==> src/rtl/uart_alu_pkg.sv <==
// Shared types, constants and the ALU function for the UART-attached arithmetic unit.
package uart_alu_pkg;

    typedef enum logic [7:0] {
        OP_ADD = 8'h01,
        OP_SUB = 8'h02,
        OP_AND = 8'h03,
        OP_OR  = 8'h04,
        OP_XOR = 8'h05
    } opcode_e;

    localparam logic [7:0] ERR_BYTE = 8'hEE;

    typedef enum logic [2:0] {
        S_IDLE,
        S_RX_A,
        S_RX_B,
        S_EXEC,
        S_TX_RES,
        S_TX_FLAG,
        S_TX_ERR
    } state_e;

    localparam int unsigned FLAG_CARRY = 0;
    localparam int unsigned FLAG_ZERO  = 1;

    function automatic logic op_legal(input logic [7:0] op);
        return (op >= 8'(OP_ADD)) && (op <= 8'(OP_XOR));
    endfunction

    // Returns {carry, result} packed into the low w+1 bits; operands are w bits zero-extended.
    function automatic logic [64:0] alu_calc(input logic [7:0] op, input logic [63:0] a,
                                             input logic [63:0] b, input int unsigned w);
        logic [64:0] full;
        logic [63:0] mask;
        logic [63:0] r;
        logic        c;
        mask = (w >= 64) ? '1 : ((64'(1) << w) - 64'(1));
        full = {1'b0, a} + {1'b0, b};
        c    = 1'b0;
        case (op)
            OP_ADD: begin
                r = full[63:0];
                c = full[w[6:0]];
            end
            OP_SUB: begin
                r = a - b;
                c = (a < b);
            end
            OP_AND:  r = a & b;
            OP_OR:   r = a | b;
            OP_XOR:  r = a ^ b;
            default: r = '0;
        endcase
        r = r & mask;
        return 65'(r) | (65'(c) << w);
    endfunction

endpackage

==> src/rtl/uart_alu_uart.sv <==
// 8N1 UART core: mid-bit sampling receiver and shift-register transmitter.
module uart_alu_uart #(
    parameter int unsigned CLK_FREQ = 10000000,
    parameter int unsigned UART_BPS = 256000
) (
    input  logic       clk,
    input  logic       rst_n,
    input  logic       rx,
    output logic       tx,
    input  logic [7:0] tx_data,
    input  logic       send_data,
    output logic       tx_done,
    output logic [7:0] rx_data,
    output logic       rx_done
);

    localparam int unsigned BIT_CYC = CLK_FREQ / UART_BPS;
    localparam int unsigned HALF    = BIT_CYC / 2;
    localparam int unsigned DW      = $clog2(BIT_CYC + 1);

    logic          rx_s1, rx_s2;
    logic          rx_act;
    logic [DW-1:0] rx_div;
    logic [3:0]    rx_bit;
    logic [7:0]    rx_sh;

    logic          tx_act;
    logic [DW-1:0] tx_div;
    logic [3:0]    tx_bit;
    logic [9:0]    tx_sh;

    always_ff @(posedge clk or negedge rst_n) begin
        if (!rst_n) begin
            rx_s1 <= 1'b1;
            rx_s2 <= 1'b1;
        end else begin
            rx_s1 <= rx;
            rx_s2 <= rx_s1;
        end
    end

    // Receiver: wait half a bit into the start bit, then sample once per bit period.
    always_ff @(posedge clk or negedge rst_n) begin
        if (!rst_n) begin
            rx_act  <= 1'b0;
            rx_div  <= '0;
            rx_bit  <= '0;
            rx_sh   <= '0;
            rx_data <= '0;
            rx_done <= 1'b0;
        end else begin
            rx_done <= 1'b0;
            if (!rx_act) begin
                if (!rx_s2) begin
                    rx_act <= 1'b1;
                    rx_div <= DW'(HALF);
                    rx_bit <= '0;
                end
            end else if (rx_div != '0) begin
                rx_div <= rx_div - DW'(1);
            end else begin
                rx_div <= DW'(BIT_CYC - 1);
                if (rx_bit == 4'd0) begin
                    if (rx_s2) rx_act <= 1'b0;
                    else       rx_bit <= 4'd1;
                end else if (rx_bit <= 4'd8) begin
                    rx_sh  <= {rx_s2, rx_sh[7:1]};
                    rx_bit <= rx_bit + 4'd1;
                end else begin
                    rx_act  <= 1'b0;
                    rx_data <= rx_sh;
                    rx_done <= 1'b1;
                end
            end
        end
    end

    // Transmitter: start, 8 data bits LSB first, stop; tx_done at end of the stop bit.
    always_ff @(posedge clk or negedge rst_n) begin
        if (!rst_n) begin
            tx      <= 1'b1;
            tx_act  <= 1'b0;
            tx_div  <= '0;
            tx_bit  <= '0;
            tx_sh   <= '1;
            tx_done <= 1'b0;
        end else begin
            tx_done <= 1'b0;
            if (!tx_act) begin
                tx <= 1'b1;
                if (send_data) begin
                    tx_act <= 1'b1;
                    tx_sh  <= {1'b1, tx_data, 1'b0};
                    tx_div <= DW'(BIT_CYC - 1);
                    tx_bit <= '0;
                    tx     <= 1'b0;
                end
            end else if (tx_div != '0) begin
                tx_div <= tx_div - DW'(1);
            end else if (tx_bit == 4'd9) begin
                tx_act  <= 1'b0;
                tx_done <= 1'b1;
                tx      <= 1'b1;
            end else begin
                tx_bit <= tx_bit + 4'd1;
                tx_div <= DW'(BIT_CYC - 1);
                tx     <= tx_sh[1];
                tx_sh  <= {1'b1, tx_sh[9:1]};
            end
        end
    end

endmodule

==> src/rtl/uart_alu.sv <==
// UART-attached ALU: receives opcode + two operands, returns result bytes and a flag byte.
module uart_alu
    import uart_alu_pkg::*;
#(
    parameter int unsigned CLK_FREQ    = 10000000,
    parameter int unsigned UART_BPS    = 256000,
    parameter int unsigned OP_BYTES    = 4,
    parameter int unsigned TIMEOUT_CYC = 800
) (
    input  logic clk,
    input  logic rst,
    input  logic RX,
    output logic TX,
    output logic busy,
    output logic op_done,
    output logic frame_err
);

    localparam int unsigned W   = 8 * OP_BYTES;
    localparam int unsigned WP1 = W + 1;
    localparam int unsigned CW  = (OP_BYTES > 1) ? $clog2(OP_BYTES) : 1;
    localparam int unsigned GW  = $clog2(TIMEOUT_CYC + 1);
    localparam logic [CW-1:0] CNT_LAST = CW'(OP_BYTES - 1);
    localparam logic [GW-1:0] GAP_LAST = GW'(TIMEOUT_CYC - 1);

    state_e         state_q, state_d;
    logic [CW-1:0]  cnt_q, cnt_d;
    logic [GW-1:0]  gap_q, gap_d;
    logic [W-1:0]   a_q, a_d, b_q, b_d, res_q, res_d;
    logic [7:0]     op_q, op_d, tx_data_q, tx_data_d;
    logic           carry_q, carry_d, zero_q, zero_d;
    logic           busy_d, op_done_d, frame_err_d, send_q, send_d;
    logic [W:0]     alu_c;
    logic [7:0]     flag_c;
    logic [7:0]     rx_data;
    logic           rx_done, tx_done;

    uart_alu_uart #(
        .CLK_FREQ (CLK_FREQ),
        .UART_BPS (UART_BPS)
    ) u_uart (
        .clk       (clk),
        .rst_n     (~rst),
        .rx        (RX),
        .tx        (TX),
        .tx_data   (tx_data_q),
        .send_data (send_q),
        .tx_done   (tx_done),
        .rx_data   (rx_data),
        .rx_done   (rx_done)
    );

    always_comb begin
        alu_c = WP1'(alu_calc(op_q, 64'(a_q), 64'(b_q), W));
        flag_c = '0;
        flag_c[3'(FLAG_ZERO)]  = zero_q;
        flag_c[3'(FLAG_CARRY)] = carry_q;
    end

    always_ff @(posedge clk) begin
        if (rst) begin
            state_q   <= S_IDLE;
            cnt_q     <= '0;
            gap_q     <= '0;
            a_q       <= '0;
            b_q       <= '0;
            op_q      <= '0;
            res_q     <= '0;
            carry_q   <= 1'b0;
            zero_q    <= 1'b0;
            tx_data_q <= '0;
            send_q    <= 1'b0;
            busy      <= 1'b0;
            op_done   <= 1'b0;
            frame_err <= 1'b0;
        end else begin
            state_q   <= state_d;
            cnt_q     <= cnt_d;
            gap_q     <= gap_d;
            a_q       <= a_d;
            b_q       <= b_d;
            op_q      <= op_d;
            res_q     <= res_d;
            carry_q   <= carry_d;
            zero_q    <= zero_d;
            tx_data_q <= tx_data_d;
            send_q    <= send_d;
            busy      <= busy_d;
            op_done   <= op_done_d;
            frame_err <= frame_err_d;
        end
    end

    // Each send pulse is issued on the transition that selects the byte, so it lasts one cycle.
    always_comb begin
        state_d     = state_q;
        cnt_d       = cnt_q;
        gap_d       = gap_q;
        a_d         = a_q;
        b_d         = b_q;
        op_d        = op_q;
        res_d       = res_q;
        carry_d     = carry_q;
        zero_d      = zero_q;
        tx_data_d   = tx_data_q;
        busy_d      = busy;
        op_done_d   = 1'b0;
        frame_err_d = 1'b0;
        send_d      = 1'b0;
        case (state_q)
            S_IDLE: begin
                if (rx_done) begin
                    op_d   = rx_data;
                    busy_d = 1'b1;
                    cnt_d  = '0;
                    gap_d  = '0;
                    if (op_legal(rx_data)) begin
                        state_d = S_RX_A;
                    end else begin
                        state_d   = S_TX_ERR;
                        tx_data_d = ERR_BYTE;
                        send_d    = 1'b1;
                    end
                end
            end
            S_RX_A, S_RX_B: begin
                if (rx_done) begin
                    gap_d = '0;
                    if (state_q == S_RX_A) a_d[{cnt_q, 3'b000} +: 8] = rx_data;
                    else                   b_d[{cnt_q, 3'b000} +: 8] = rx_data;
                    if (cnt_q == CNT_LAST) begin
                        cnt_d   = '0;
                        state_d = (state_q == S_RX_A) ? S_RX_B : S_EXEC;
                    end else begin
                        cnt_d = cnt_q + CW'(1);
                    end
                end else if (gap_q == GAP_LAST) begin
                    frame_err_d = 1'b1;
                    busy_d      = 1'b0;
                    gap_d       = '0;
                    cnt_d       = '0;
                    state_d     = S_IDLE;
                end else begin
                    gap_d = gap_q + GW'(1);
                end
            end
            S_EXEC: begin
                res_d     = alu_c[W-1:0];
                carry_d   = alu_c[W];
                zero_d    = (alu_c[W-1:0] == '0);
                tx_data_d = alu_c[7:0];
                send_d    = 1'b1;
                cnt_d     = '0;
                state_d   = S_TX_RES;
            end
            S_TX_RES: begin
                if (tx_done) begin
                    send_d = 1'b1;
                    if (cnt_q == CNT_LAST) begin
                        cnt_d     = '0;
                        tx_data_d = flag_c;
                        state_d   = S_TX_FLAG;
                    end else begin
                        cnt_d     = cnt_q + CW'(1);
                        res_d     = res_q >> 8;
                        tx_data_d = res_d[7:0];
                    end
                end
            end
            S_TX_FLAG: begin
                if (tx_done) begin
                    op_done_d = 1'b1;
                    busy_d    = 1'b0;
                    state_d   = S_IDLE;
                end
            end
            S_TX_ERR: begin
                if (tx_done) begin
                    busy_d  = 1'b0;
                    state_d = S_IDLE;
                end
            end
            default: state_d = S_IDLE;
        endcase
    end

endmodule

==> config.mk <==
export PLATFORM = sky130hd
export DESIGN_NAME = uart_alu
export DESIGN_NICKNAME = d
export VERILOG_FILES = /design/src/rtl/uart_alu_pkg.sv /design/src/rtl/uart_alu_uart.sv /design/src/rtl/uart_alu.sv
export SDC_FILE = /design/constraint.sdc
export NUM_CORES = 1
export LEC_CHECK = 0
export CAP_MARGIN = 5
export CORE_ASPECT_RATIO = 0.5
export CORE_MARGIN = 3
export CORE_UTILIZATION = 40
export CTS_CLUSTER_DIAMETER = 80
export DETAILED_ROUTE_END_ITERATION = 10
export GPL_ROUTABILITY_DRIVEN = 0
export PLACE_DENSITY_LB_ADDON = 0.15
export REMOVE_ABC_BUFFERS = 1
export SYNTH_ARGS = -nofsm -noshare
export SYNTH_HDL_FRONTEND = slang
export SYNTH_HIERARCHICAL = 1
export SYNTH_SLANG_ARGS = --single-unit
==> constraint.sdc <==
create_clock -name clk -period 4 [get_ports clk]
set_input_delay 0.4 -clock clk [delete_from_list [all_inputs] [get_ports clk]]
set_output_delay 0.4 -clock clk [all_outputs]
set_load 0.02 [all_outputs]
==> impl_metrics.json, run 1 <==
{
  "p_clk_frac": 0.402,
  "met2_usage": 0.389,
  "stdcell_count": 2211,
  "ant_nets": 0,
  "total_power_w": 0.00433,
  "r2r_start": "b_q[1]$_SDFFE_PP0P_",
  "grtUsageMet1": 0.344,
  "avgViaCountPerCell": 6.10,
  "dp_cells": 2175,
  "grt_start_max_net_pins": 66,
  "max_slew_margin": 0.186,
  "yosysWarnings": 6,
  "syn_area_per_cell_um2": 7.61,
  "start_kind": "register",
  "final.setup.worst_slack_ps": 81.7,
  "area_delta_synth_final_pct": 12.5,
  "period_minus_slack_ps": 3920,
  "p_int_w": 0.00306,
  "hold_viol": 0,
  "drv_cap": 0,
  "tightest_slew_ps": 1220,
  "die_x_um": 264,
  "cp_max_fo": 6,
  "grt_pass1_vias": 12749,
  "timing.rr.end": "zero_q$_SDFFE_PP0P_",
  "numPortBuffers": 6,
  "required_ps": 4400,
  "setup_viol": 0,
  "via_count": 13491,
  "grt_use_met3": 0.0588,
  "num-fill-cells": 3201,
  "ys_ff_latch": 176,
  "slew_viol_final": 0,
  "synthFlopType": "dfxtp_1",
  "grtUsageTotal": 0.252,
  "overflow": 0,
  "synth_area_um2": 13300,
  "wirelength_mm": 45.2,
  "reg2reg_slack_ps": 80,
  "cts_tree": "yes",
  "status": "completed",
  "synthCells": 1751,
  "core-area_um2": 32200,
  "cts.clk_slew.worst_paths_ps": 80,
  "synthDistinctLibCells": 92,
  "pre_cts_ws_ps": -35.5,
  "crit_type": "register to register",
  "p_switching_w": 0.00128,
  "r2r_cells": 12,
  "cts_buffer_depth": 2,
  "insertion_delay_ps": 470,
  "dr.pass1.iters": 5,
  "ys_async_sr_fraction": 0.290,
  "grt_pass1_wl_mm": 71.5,
  "htreeDepth": 4,
  "post-route-util": 0.465,
  "fp.dieH_um": 135,
  "drive_gt1_frac": 0.119,
  "p_seq_frac": 0.474,
  "post-route-period-util": 0.980,
  "die_area_um2": 35700,
  "top_usage_layer": "met2",
  "power.density_nw_per_um2": 289,
  "cp.arrival_ps": 4320,
  "place_hpwl_mm": 34.4,
  "root_buffer": "clkbuf_16",
  "end_kind": "register",
  "hold_class": "input pin to async pin",
  "numCtsBuffers": 17,
  "drt_first_iter_violations": 1313,
  "synth_edf_count": 0,
  "vdd.ir_drop.worst_v": 0.000297,
  "wire_per_inst_um": 20.4,
  "drc": 0,
  "swShare": 0.295,
  "start_util": 0.413,
  "startpoint": "b_q[1]$_SDFFE_PP0P_",
  "num_antenna_cells": 0,
  "p_leak_nw": 5.85,
  "crit_path_end": "zero_q$_SDFFE_PP0P_",
  "fmax_ghz": 0.255,
  "rows": 46,
  "clock_sinks": 176,
  "comb_power_share": 0.124,
  "finalClockSkew_ps": 20.3,
  "ys_seq_area_frac": 0.285,
  "nets": 1887,
  "ios": 7,
  "antenna_found_initial": 0
}
[cell families after synthesis]
logic type / synth area share
xor gates and xnor gates: 0.0132
muxes: 0.0340
AOI/OAI and AO/OA: 0.265
adders and majority gates: 0.112
and+or+nand+nor: 0.229
buffers and inverters: 0.0613
DFF: 0.285
[Yosys cell counts, drive strengths merged, types with 13 or more instances]
cell type	number	area share
and2	14	0.0066
nand2	177	0.050
o21ai	79	0.030
or3	13	0.0061
dfxtp	125	0.19
nor4	18	0.0085
mux2	18	0.017
o31ai	20	0.012
nor3	48	0.019
a31oi	15	0.0082
xnor2	14	0.0092
a21oi	219	0.082
nand3	92	0.035
inv	111	0.031
o211ai	14	0.0079
ha	116	0.11
nand2b	33	0.016
clkbuf	88	0.025
nor2	175	0.050
a211oi	22	0.012
nand4	18	0.0085
mux2i	22	0.017
a21o	20	0.011
dfrtp	40	0.075
[what timing repair did]
action,CTS,global route
cloned,0,0
hold buffers,0,0
endpoints found under the hold margin,0,0
setup buffers,0,4
gates resized for setup,1,35
pin swaps,0,15
setup endpoints to repair,1,3
[metrics by stage]
stage / TNS (ps) / hold WS, ps / cell area, um^2
3_5_place_dp: -35.5 / 347 / 14200
2_1_floorplan: 0 / 345 / 12900
3_3_place_gp: -12.5 / 346 / 14200
6_report: 0 / 243 / 15000
4_1_cts: 0 / 240 / 14800
5_1_grt: -51.0 / 278 / 15000
[registers in the layout, summed over array words and instances, names as in the netlist, 2 cells and up]
name            cells
res_q              24
a_q                32
u_uart/tx_div       6
gap_q              10
u_uart/rx_sh        8
u_uart/rx_data      8
u_uart/rx_bit       4
cnt_q               2
u_uart/tx_bit       4
state_q             3
b_q                32
u_uart/tx_sh        8
op_q                8
tx_data_q           8
u_uart/rx_div       6
[critical path, cell delays in order (launching register included)]
cell	delay (ps)
dfxtp_1	480
inv_1	110
ha_1	340
a211o_1	320
a21oi_1	320
or4_4	260
nand3b_1	170
a41o_1	290
a2111oi_0	470
a22oi_1	220
or4b_4	600
nor4_4	150
a32o_1	150
[placed cells by master, fill, tap and decap left out, types with 16 or more instances in the layout]
| master | n |
|---|---|
| a21o_1 | 20 |
| o21ai_0 | 72 |
| buf_4 | 89 |
| nand3_1 | 92 |
| nor2_1 | 173 |
| inv_1 | 108 |
| dfxtp_1 | 124 |
| o31ai_1 | 16 |
| nor3_1 | 41 |
| clkbuf_16 | 17 |
| a211oi_1 | 21 |
| mux2i_1 | 22 |
| a21oi_1 | 217 |
| nand2b_1 | 33 |
| ha_1 | 113 |
| dfrtp_1 | 40 |
| nand2_1 | 177 |
| nand4_1 | 18 |
[power groups by stage]
stage | combinational [W] | sequential, W | clock, W
3_3_place_gp | 0.000510 | 0.00208 | 0
3_5_place_dp | 0.000541 | 0.00209 | 0
4_1_cts | 0.000541 | 0.00205 | 0.00178
2_1_floorplan | 0.000404 | 0.00207 | 0
5_1_grt | 0.000613 | 0.00208 | 0.00186
6_report | 0.000537 | 0.00206 | 0.00174
[metal layers]
layer,share of wire,up-vias,routed length (um)
met2,0.43,602,19600
met3,0.078,103,3530
met1,0.46,6480,20600
li1,-,6306,-
met4,0.033,0,1510
met5,0,-,0
[how the worst min path moves through the flow]
| stage | to | slack (ps) |
|---|---|---|
| global placement | u_uart/rx_s2$_DFF_PN1_ | 350 |
| finish | u_uart/tx_bit[2]$_DFFE_PN0P_ | 240 |
| detailed placement | u_uart/rx_s2$_DFF_PN1_ | 350 |
| global route | u_uart/tx_bit[0]$_DFFE_PN0P_ | 280 |
| CTS | u_uart/tx_bit[2]$_DFFE_PN0P_ | 240 |
| floorplan | u_uart/rx_s2$_DFF_PN1_ | 350 |
[cell type report]
class	instances	area, um^2	share of cell area
tap	432	541	0.0361
clock inverter	14	174	0.0116
sequential	176	3790	0.253
timing repair buffer	95	729	0.0487
multi-input combinational	1364	8890	0.594
inverter	112	420	0.0281
clock buffer	18	429	0.0286
(Power assumes the default switching activity.)
==> run 2: changes to the inputs <==
--- a/config.mk
+++ b/config.mk
@@ -11,7 +11,6 @@
 export CORE_UTILIZATION = 40
 export CTS_CLUSTER_DIAMETER = 80
 export DETAILED_ROUTE_END_ITERATION = 10
-export GPL_ROUTABILITY_DRIVEN = 0
 export PLACE_DENSITY_LB_ADDON = 0.15
 export REMOVE_ABC_BUFFERS = 1
 export SYNTH_ARGS = -nofsm -noshare
==> impl_metrics.json, run 2 (synthesis gave the netlist of run 1 again) <==
{
  "status": "completed",
  "cp_max_fo": 3,
  "p_switching_w": 0.00130,
  "layout_commonest_cell": "a21oi_1",
  "drt_first_iter_violations": 1233,
  "gp_congestion": 0.986,
  "setup_viol": 0,
  "area_delta_synth_final_pct": 13.5,
  "grt_pass1_wl_mm": 73.4,
  "numPortBuffers": 6,
  "post-route-period-util": 0.960,
  "crit_type": "register to register",
  "overflow": 0,
  "drc": 0,
  "hold_viol": 0,
  "drive_gt1_frac": 0.129,
  "p_int_w": 0.00304,
  "total_power_w": 0.00434,
  "place_hpwl_mm": 36.1,
  "htreeDepth": 4,
  "fmax_ghz": 0.260,
  "avgViaCountPerCell": 6.00,
  "nets": 1910,
  "end_kind": "register",
  "insertion_delay_ps": 470,
  "cts_tree": "yes",
  "cp.arrival_ps": 4240,
  "antenna_found_initial": 0,
  "finalClockSkew_ps": 17.3,
  "reg_top3": "a_q (32), b_q (32), res_q (24)",
  "comb_power_share": 0.122,
  "die_x_um": 264,
  "finalSetupTns_ps": 0,
  "start_kind": "register",
  "grtUsageTotal": 0.263,
  "post-route-util": 0.469,
  "num-fill-cells": 3222,
  "tightest_slew_ps": 1080,
  "layout_common_cells": "216 x a21oi_1, 177 x nand2_1, 173 x nor2_1, 122 x dfxtp_1, 114 x ha_1",
  "fp.dieH_um": 135,
  "swShare": 0.300,
  "ant_nets": 0,
  "ios": 7,
  "p_leak_nw": 5.97,
  "cts_hold_buf": 0,
  "core-area_um2": 32200,
  "wire_per_inst_um": 21.0,
  "cts_buffer_depth": 2,
  "via_count": 13415,
  "clock_sinks": 176,
  "dr.pass1.iters": 6,
  "p_clk_frac": 0.405,
  "power.density_nw_per_um2": 287,
  "cts.clk_slew.worst_paths_ps": 80,
  "hold_class": "input pin to register",
  "rows": 46,
  "die_area_um2": 35700,
  "vdd.ir_drop.worst_v": 0.000289,
  "grt_pass1_vias": 12777,
  "start_util": 0.413,
  "slew_viol_final": 0,
  "grt_start_max_net_pins": 83,
  "max_slew_margin": 0.277,
  "wirelength_mm": 46.9,
  "num_antenna_cells": 0,
  "p_seq_frac": 0.473,
  "drv_cap": 0,
  "period_minus_slack_ps": 3840,
  "numCtsBuffers": 17,
  "required_ps": 4400,
  "root_buffer": "clkbuf_16"
}
==> run 2: what timing repair did <==
item	CTS	global route
endpoints found under the setup margin	1	3
pin swaps	0	13
cloned	0	0
resized for setup	3	25
setup buffers	0	4
==> run 2: area by class of cell <==
type | instances | area [um^2] | area share
clock buffer | 18 | 450 | 0.0298
clock inverter | 14 | 159 | 0.0105
inverter | 112 | 420 | 0.0278
multi-input combinational | 1364 | 8860 | 0.586
sequential | 176 | 3800 | 0.251
tap | 432 | 541 | 0.0357
timing repair buffer | 118 | 898 | 0.0594
==> run 2: final timing paths <==
path                                                end              startpoint  cells past startpoint  slack [ps]
hold / removal                tx_data_q[5]$_SDFFE_PP0P_                     rst                      3         320
min in group asynchronous  u_uart/tx_bit[1]$_DFFE_PN0P_                     rst                      3         360
setup / recovery                    zero_q$_SDFFE_PP0P_     a_q[0]$_SDFFE_PP0P_                     15         160
setup reg to reg                    zero_q$_SDFFE_PP0P_     a_q[0]$_SDFFE_PP0P_                     15         160
hold reg to reg                  u_uart/rx_s2$_DFF_PN1_  u_uart/rx_s1$_DFF_PN1_                      0         360
max in group asynchronous      u_uart/rx_done$_DFF_PN0_                     rst                      3        3210
==> run 2: stage by stage <==
step | instance area, um^2 | hold slack (ps) | std cells | setup WS, ps
after floorplan | 12900 | 345 | 1652 | 22.6
after global placement | 14400 | 349 | 2198 | 33.3
after detailed placement | 14400 | 348 | 2198 | -3.38
after CTS | 15000 | 282 | 2230 | 1.45
after global routing | 15100 | 312 | 2234 | -2.20
final | 15100 | 324 | 2234 | 161
==> run 2: power by group through the flow <==
| stage | registers [W] | clock network [W] | logic (W) |
|---|---|---|---|
| after CTS | 0.00205 | 0.00181 | 0.000533 |
| after global routing | 0.00208 | 0.00188 | 0.000612 |
| after global placement | 0.00208 | 0 | 0.000509 |
| after detailed placement | 0.00209 | 0 | 0.000533 |
| final | 0.00205 | 0.00176 | 0.000530 |
| after floorplan | 0.00207 | 0 | 0.000404 |
==> run 2: routing by layer <==
metal / vias up / wire (um) / share of wire / global-route usage
li1: 6358 / - / - / -
met1: 6488 / 21500 / 0.46 / 0.360
met2: 489 / 20700 / 0.44 / 0.416
met3: 80 / 3310 / 0.071 / 0.0517
met4: 0 / 1390 / 0.030 / 0.0884
met5: - / 0 / 0 / 0
==> run 2: critical path, cell delays in order, from the launching register on <==
cell,delay (ps)
dfxtp_2,340
inv_1,60
ha_2,200
fa_2,400
o21ba_2,220
o41a_1,450
a21o_1,250
a32oi_4,330
buf_4,160
buf_4,100
nand2_1,70
a41oi_2,220
nand4_1,130
or4b_4,530
nor4_2,150
a32o_1,150
==> run 3: changes to the inputs <==
==> constraint.sdc (replaced) <==
create_clock -name clk -period 4.7 [get_ports clk]
set_input_delay 0.47 -clock clk [delete_from_list [all_inputs] [get_ports clk]]
set_output_delay 0.47 -clock clk [all_outputs]
set_load 0.02 [all_outputs]
==> impl_metrics.json, run 3 (synthesis gave the netlist of run 1 again) <==
{
  "area_delta_synth_final_pct": 8.62,
  "cp.arrival_ps": 4720,
  "finalClockSkew_ps": 20.3,
  "p_switching_w": 0.00111,
  "end_kind": "register",
  "finalSetupTns_ps": 0,
  "clock_sinks": 176,
  "hold_viol": 0,
  "rows": 46,
  "ant_nets": 0,
  "crit_chain": "inv_1 -> ha_1 -> nor4_1 -> nand2_1 -> a21oi_1 -> or2_1 -> o41ai_1 -> buf_4 -> o31ai_1 -> xnor2_1 -> a221oi_1 -> or4b_1 -> nor4_1 -> a32o_1",
  "required_ps": 5110,
  "grtUsageTotal": 0.263,
  "gp_congestion": 0.983,
  "layout_common_cells": "219 x a21oi_1, 177 x nand2_1, 173 x nor2_1, 125 x dfxtp_1, 116 x ha_1",
  "num_antenna_cells": 0,
  "layout_commonest_cell": "a21oi_1",
  "slowest_delay_ps": 510,
  "numPortBuffers": 6,
  "htreeDepth": 4,
  "place_hpwl_mm": 35.7,
  "period_minus_slack_ps": 4320,
  "ctsResizeCount": 0,
  "slew_viol_final": 0,
  "root_buffer": "clkbuf_16",
  "grt_start_max_net_pins": 64,
  "avgViaCountPerCell": 6.09,
  "grt_pass1_vias": 12499,
  "crit_path_frequent_cell": "nor4_1",
  "rsz0062_at_grt": "no",
  "start_kind": "register",
  "cp_max_fo": 15,
  "p_clk_frac": 0.412,
  "reg_top3": "a_q (32), b_q (32), res_q (24)",
  "top_usage_layer": "met2",
  "drive_gt1_frac": 0.0775,
  "max_slew_margin": 0.285,
  "vdd.ir_drop.worst_v": 0.000259,
  "dp_cells": 2129,
  "overflow": 0,
  "die_x_um": 264,
  "drt_first_iter_violations": 1283,
  "fmax_ghz": 0.232,
  "p_seq_frac": 0.467,
  "post-route-period-util": 0.918,
  "cts.clk_slew.worst_paths_ps": 70,
  "status": "completed",
  "antenna_found_initial": 0,
  "nets": 1837,
  "hold_class": "register to register",
  "grt_use_met3": 0.0442,
  "stdcell_count": 2161,
  "cts_hold_buf": 0,
  "wire_per_inst_um": 21.6,
  "grt_pass1_wl_mm": 73.5,
  "drc": 0,
  "core-area_um2": 32200,
  "p_int_w": 0.00263,
  "fp.dieH_um": 135,
  "dr.pass1.iters": 5,
  "comb_power_share": 0.121,
  "drv_cap": 0,
  "start_util": 0.413,
  "cts_setup_buffers": 0,
  "insertion_delay_ps": 470,
  "power.density_nw_per_um2": 259,
  "setup_viol": 0,
  "via_count": 13160,
  "p_leak_nw": 5.58,
  "tightest_slew_ps": 1070,
  "cts_tree": "yes",
  "numCtsBuffers": 17,
  "met2_usage": 0.412,
  "cp_slowest_cell": "ha_1",
  "swShare": 0.296,
  "crit_type": "register to register",
  "wirelength_mm": 46.7,
  "grtUsageMet1": 0.369,
  "die_area_um2": 35700,
  "ios": 7,
  "cts_buffer_depth": 2
}
-- run 3: cell types whose count changed in the layout (fill, tap and decap cells not counted), sizes merged --
cell | previous run | this run
buf | 113 | 40
clkbuf | 18 | 19
bufinv | 0 | 1
clkinvlp | 0 | 1
clkinv | 7 | 4
-- run 3: cell type report --
cell class | instances | area [um^2]
Inverter | 112 | 420
Tap cell | 432 | 541
Fill cell | 3260 | 17800
Clock inverter | 13 | 164
Multi-Input combinational cell | 1364 | 8740
Clock buffer | 19 | 453
Sequential cell | 176 | 3790
Timing Repair Buffer | 45 | 350
-- run 3: metal layers --
metal,share of wire,routed length [um]
met1,0.47,21900
met2,0.44,20400
met3,0.066,3090
met4,0.029,1340
met5,0,0
-- run 3: path summary, 6_finish.rpt --
path	cells after the start	from	slack, ps	endpoint
setup / recovery	14	a_q[6]$_SDFFE_PP0P_	380	zero_q$_SDFFE_PP0P_
hold / removal	0	u_uart/rx_s1$_DFF_PN1_	360	u_uart/rx_s2$_DFF_PN1_
setup reg to reg	14	a_q[6]$_SDFFE_PP0P_	380	zero_q$_SDFFE_PP0P_
min in group asynchronous	3	rst	510	u_uart/tx_bit[2]$_DFFE_PN0P_
hold reg to reg	0	u_uart/rx_s1$_DFF_PN1_	360	u_uart/rx_s2$_DFF_PN1_
max in group asynchronous	3	rst	3680	u_uart/rx_data[3]$_DFFE_PN0P_
-- run 3: power by group through the flow --
stage / Clock, W / Combinational (W) / Sequential [W]
2_1_floorplan: 0 / 0.000344 / 0.00176
3_3_place_gp: 0 / 0.000435 / 0.00177
3_5_place_dp: 0 / 0.000456 / 0.00178
4_1_cts: 0.00157 / 0.000457 / 0.00175
5_1_grt: 0.00163 / 0.000523 / 0.00177
6_report: 0.00154 / 0.000453 / 0.00175
-- run 3: critical path: cells and delay by family (launching register included) --
family	cells	cell delay [ps]
AND/OR/NAND/NOR	5	1530
AO/OA/AOI/OAI	5	1480
adder cells (fa/ha/maj)	1	510
flip-flops	1	380
buffers and inverters	2	250
XOR/XNOR	1	110
-- run 3: per-stage QoR --
| step | power (W) | area [um^2] | utilization | setup WS (ps) | hold WS (ps) |
|---|---|---|---|---|---|
| 6_report | 0.00374 | 14500 | 0.449 | 384 | 362 |
| 3_3_place_gp | 0.00221 | 13800 | 0.430 | 502 | 347 |
| 5_1_grt | 0.00392 | 14500 | 0.449 | 106 | 369 |
| 2_1_floorplan | 0.00210 | 12900 | - | 723 | 345 |
| 4_1_cts | 0.00377 | 14500 | 0.449 | 406 | 361 |
| 3_5_place_dp | 0.00224 | 13800 | 0.430 | 436 | 348 |
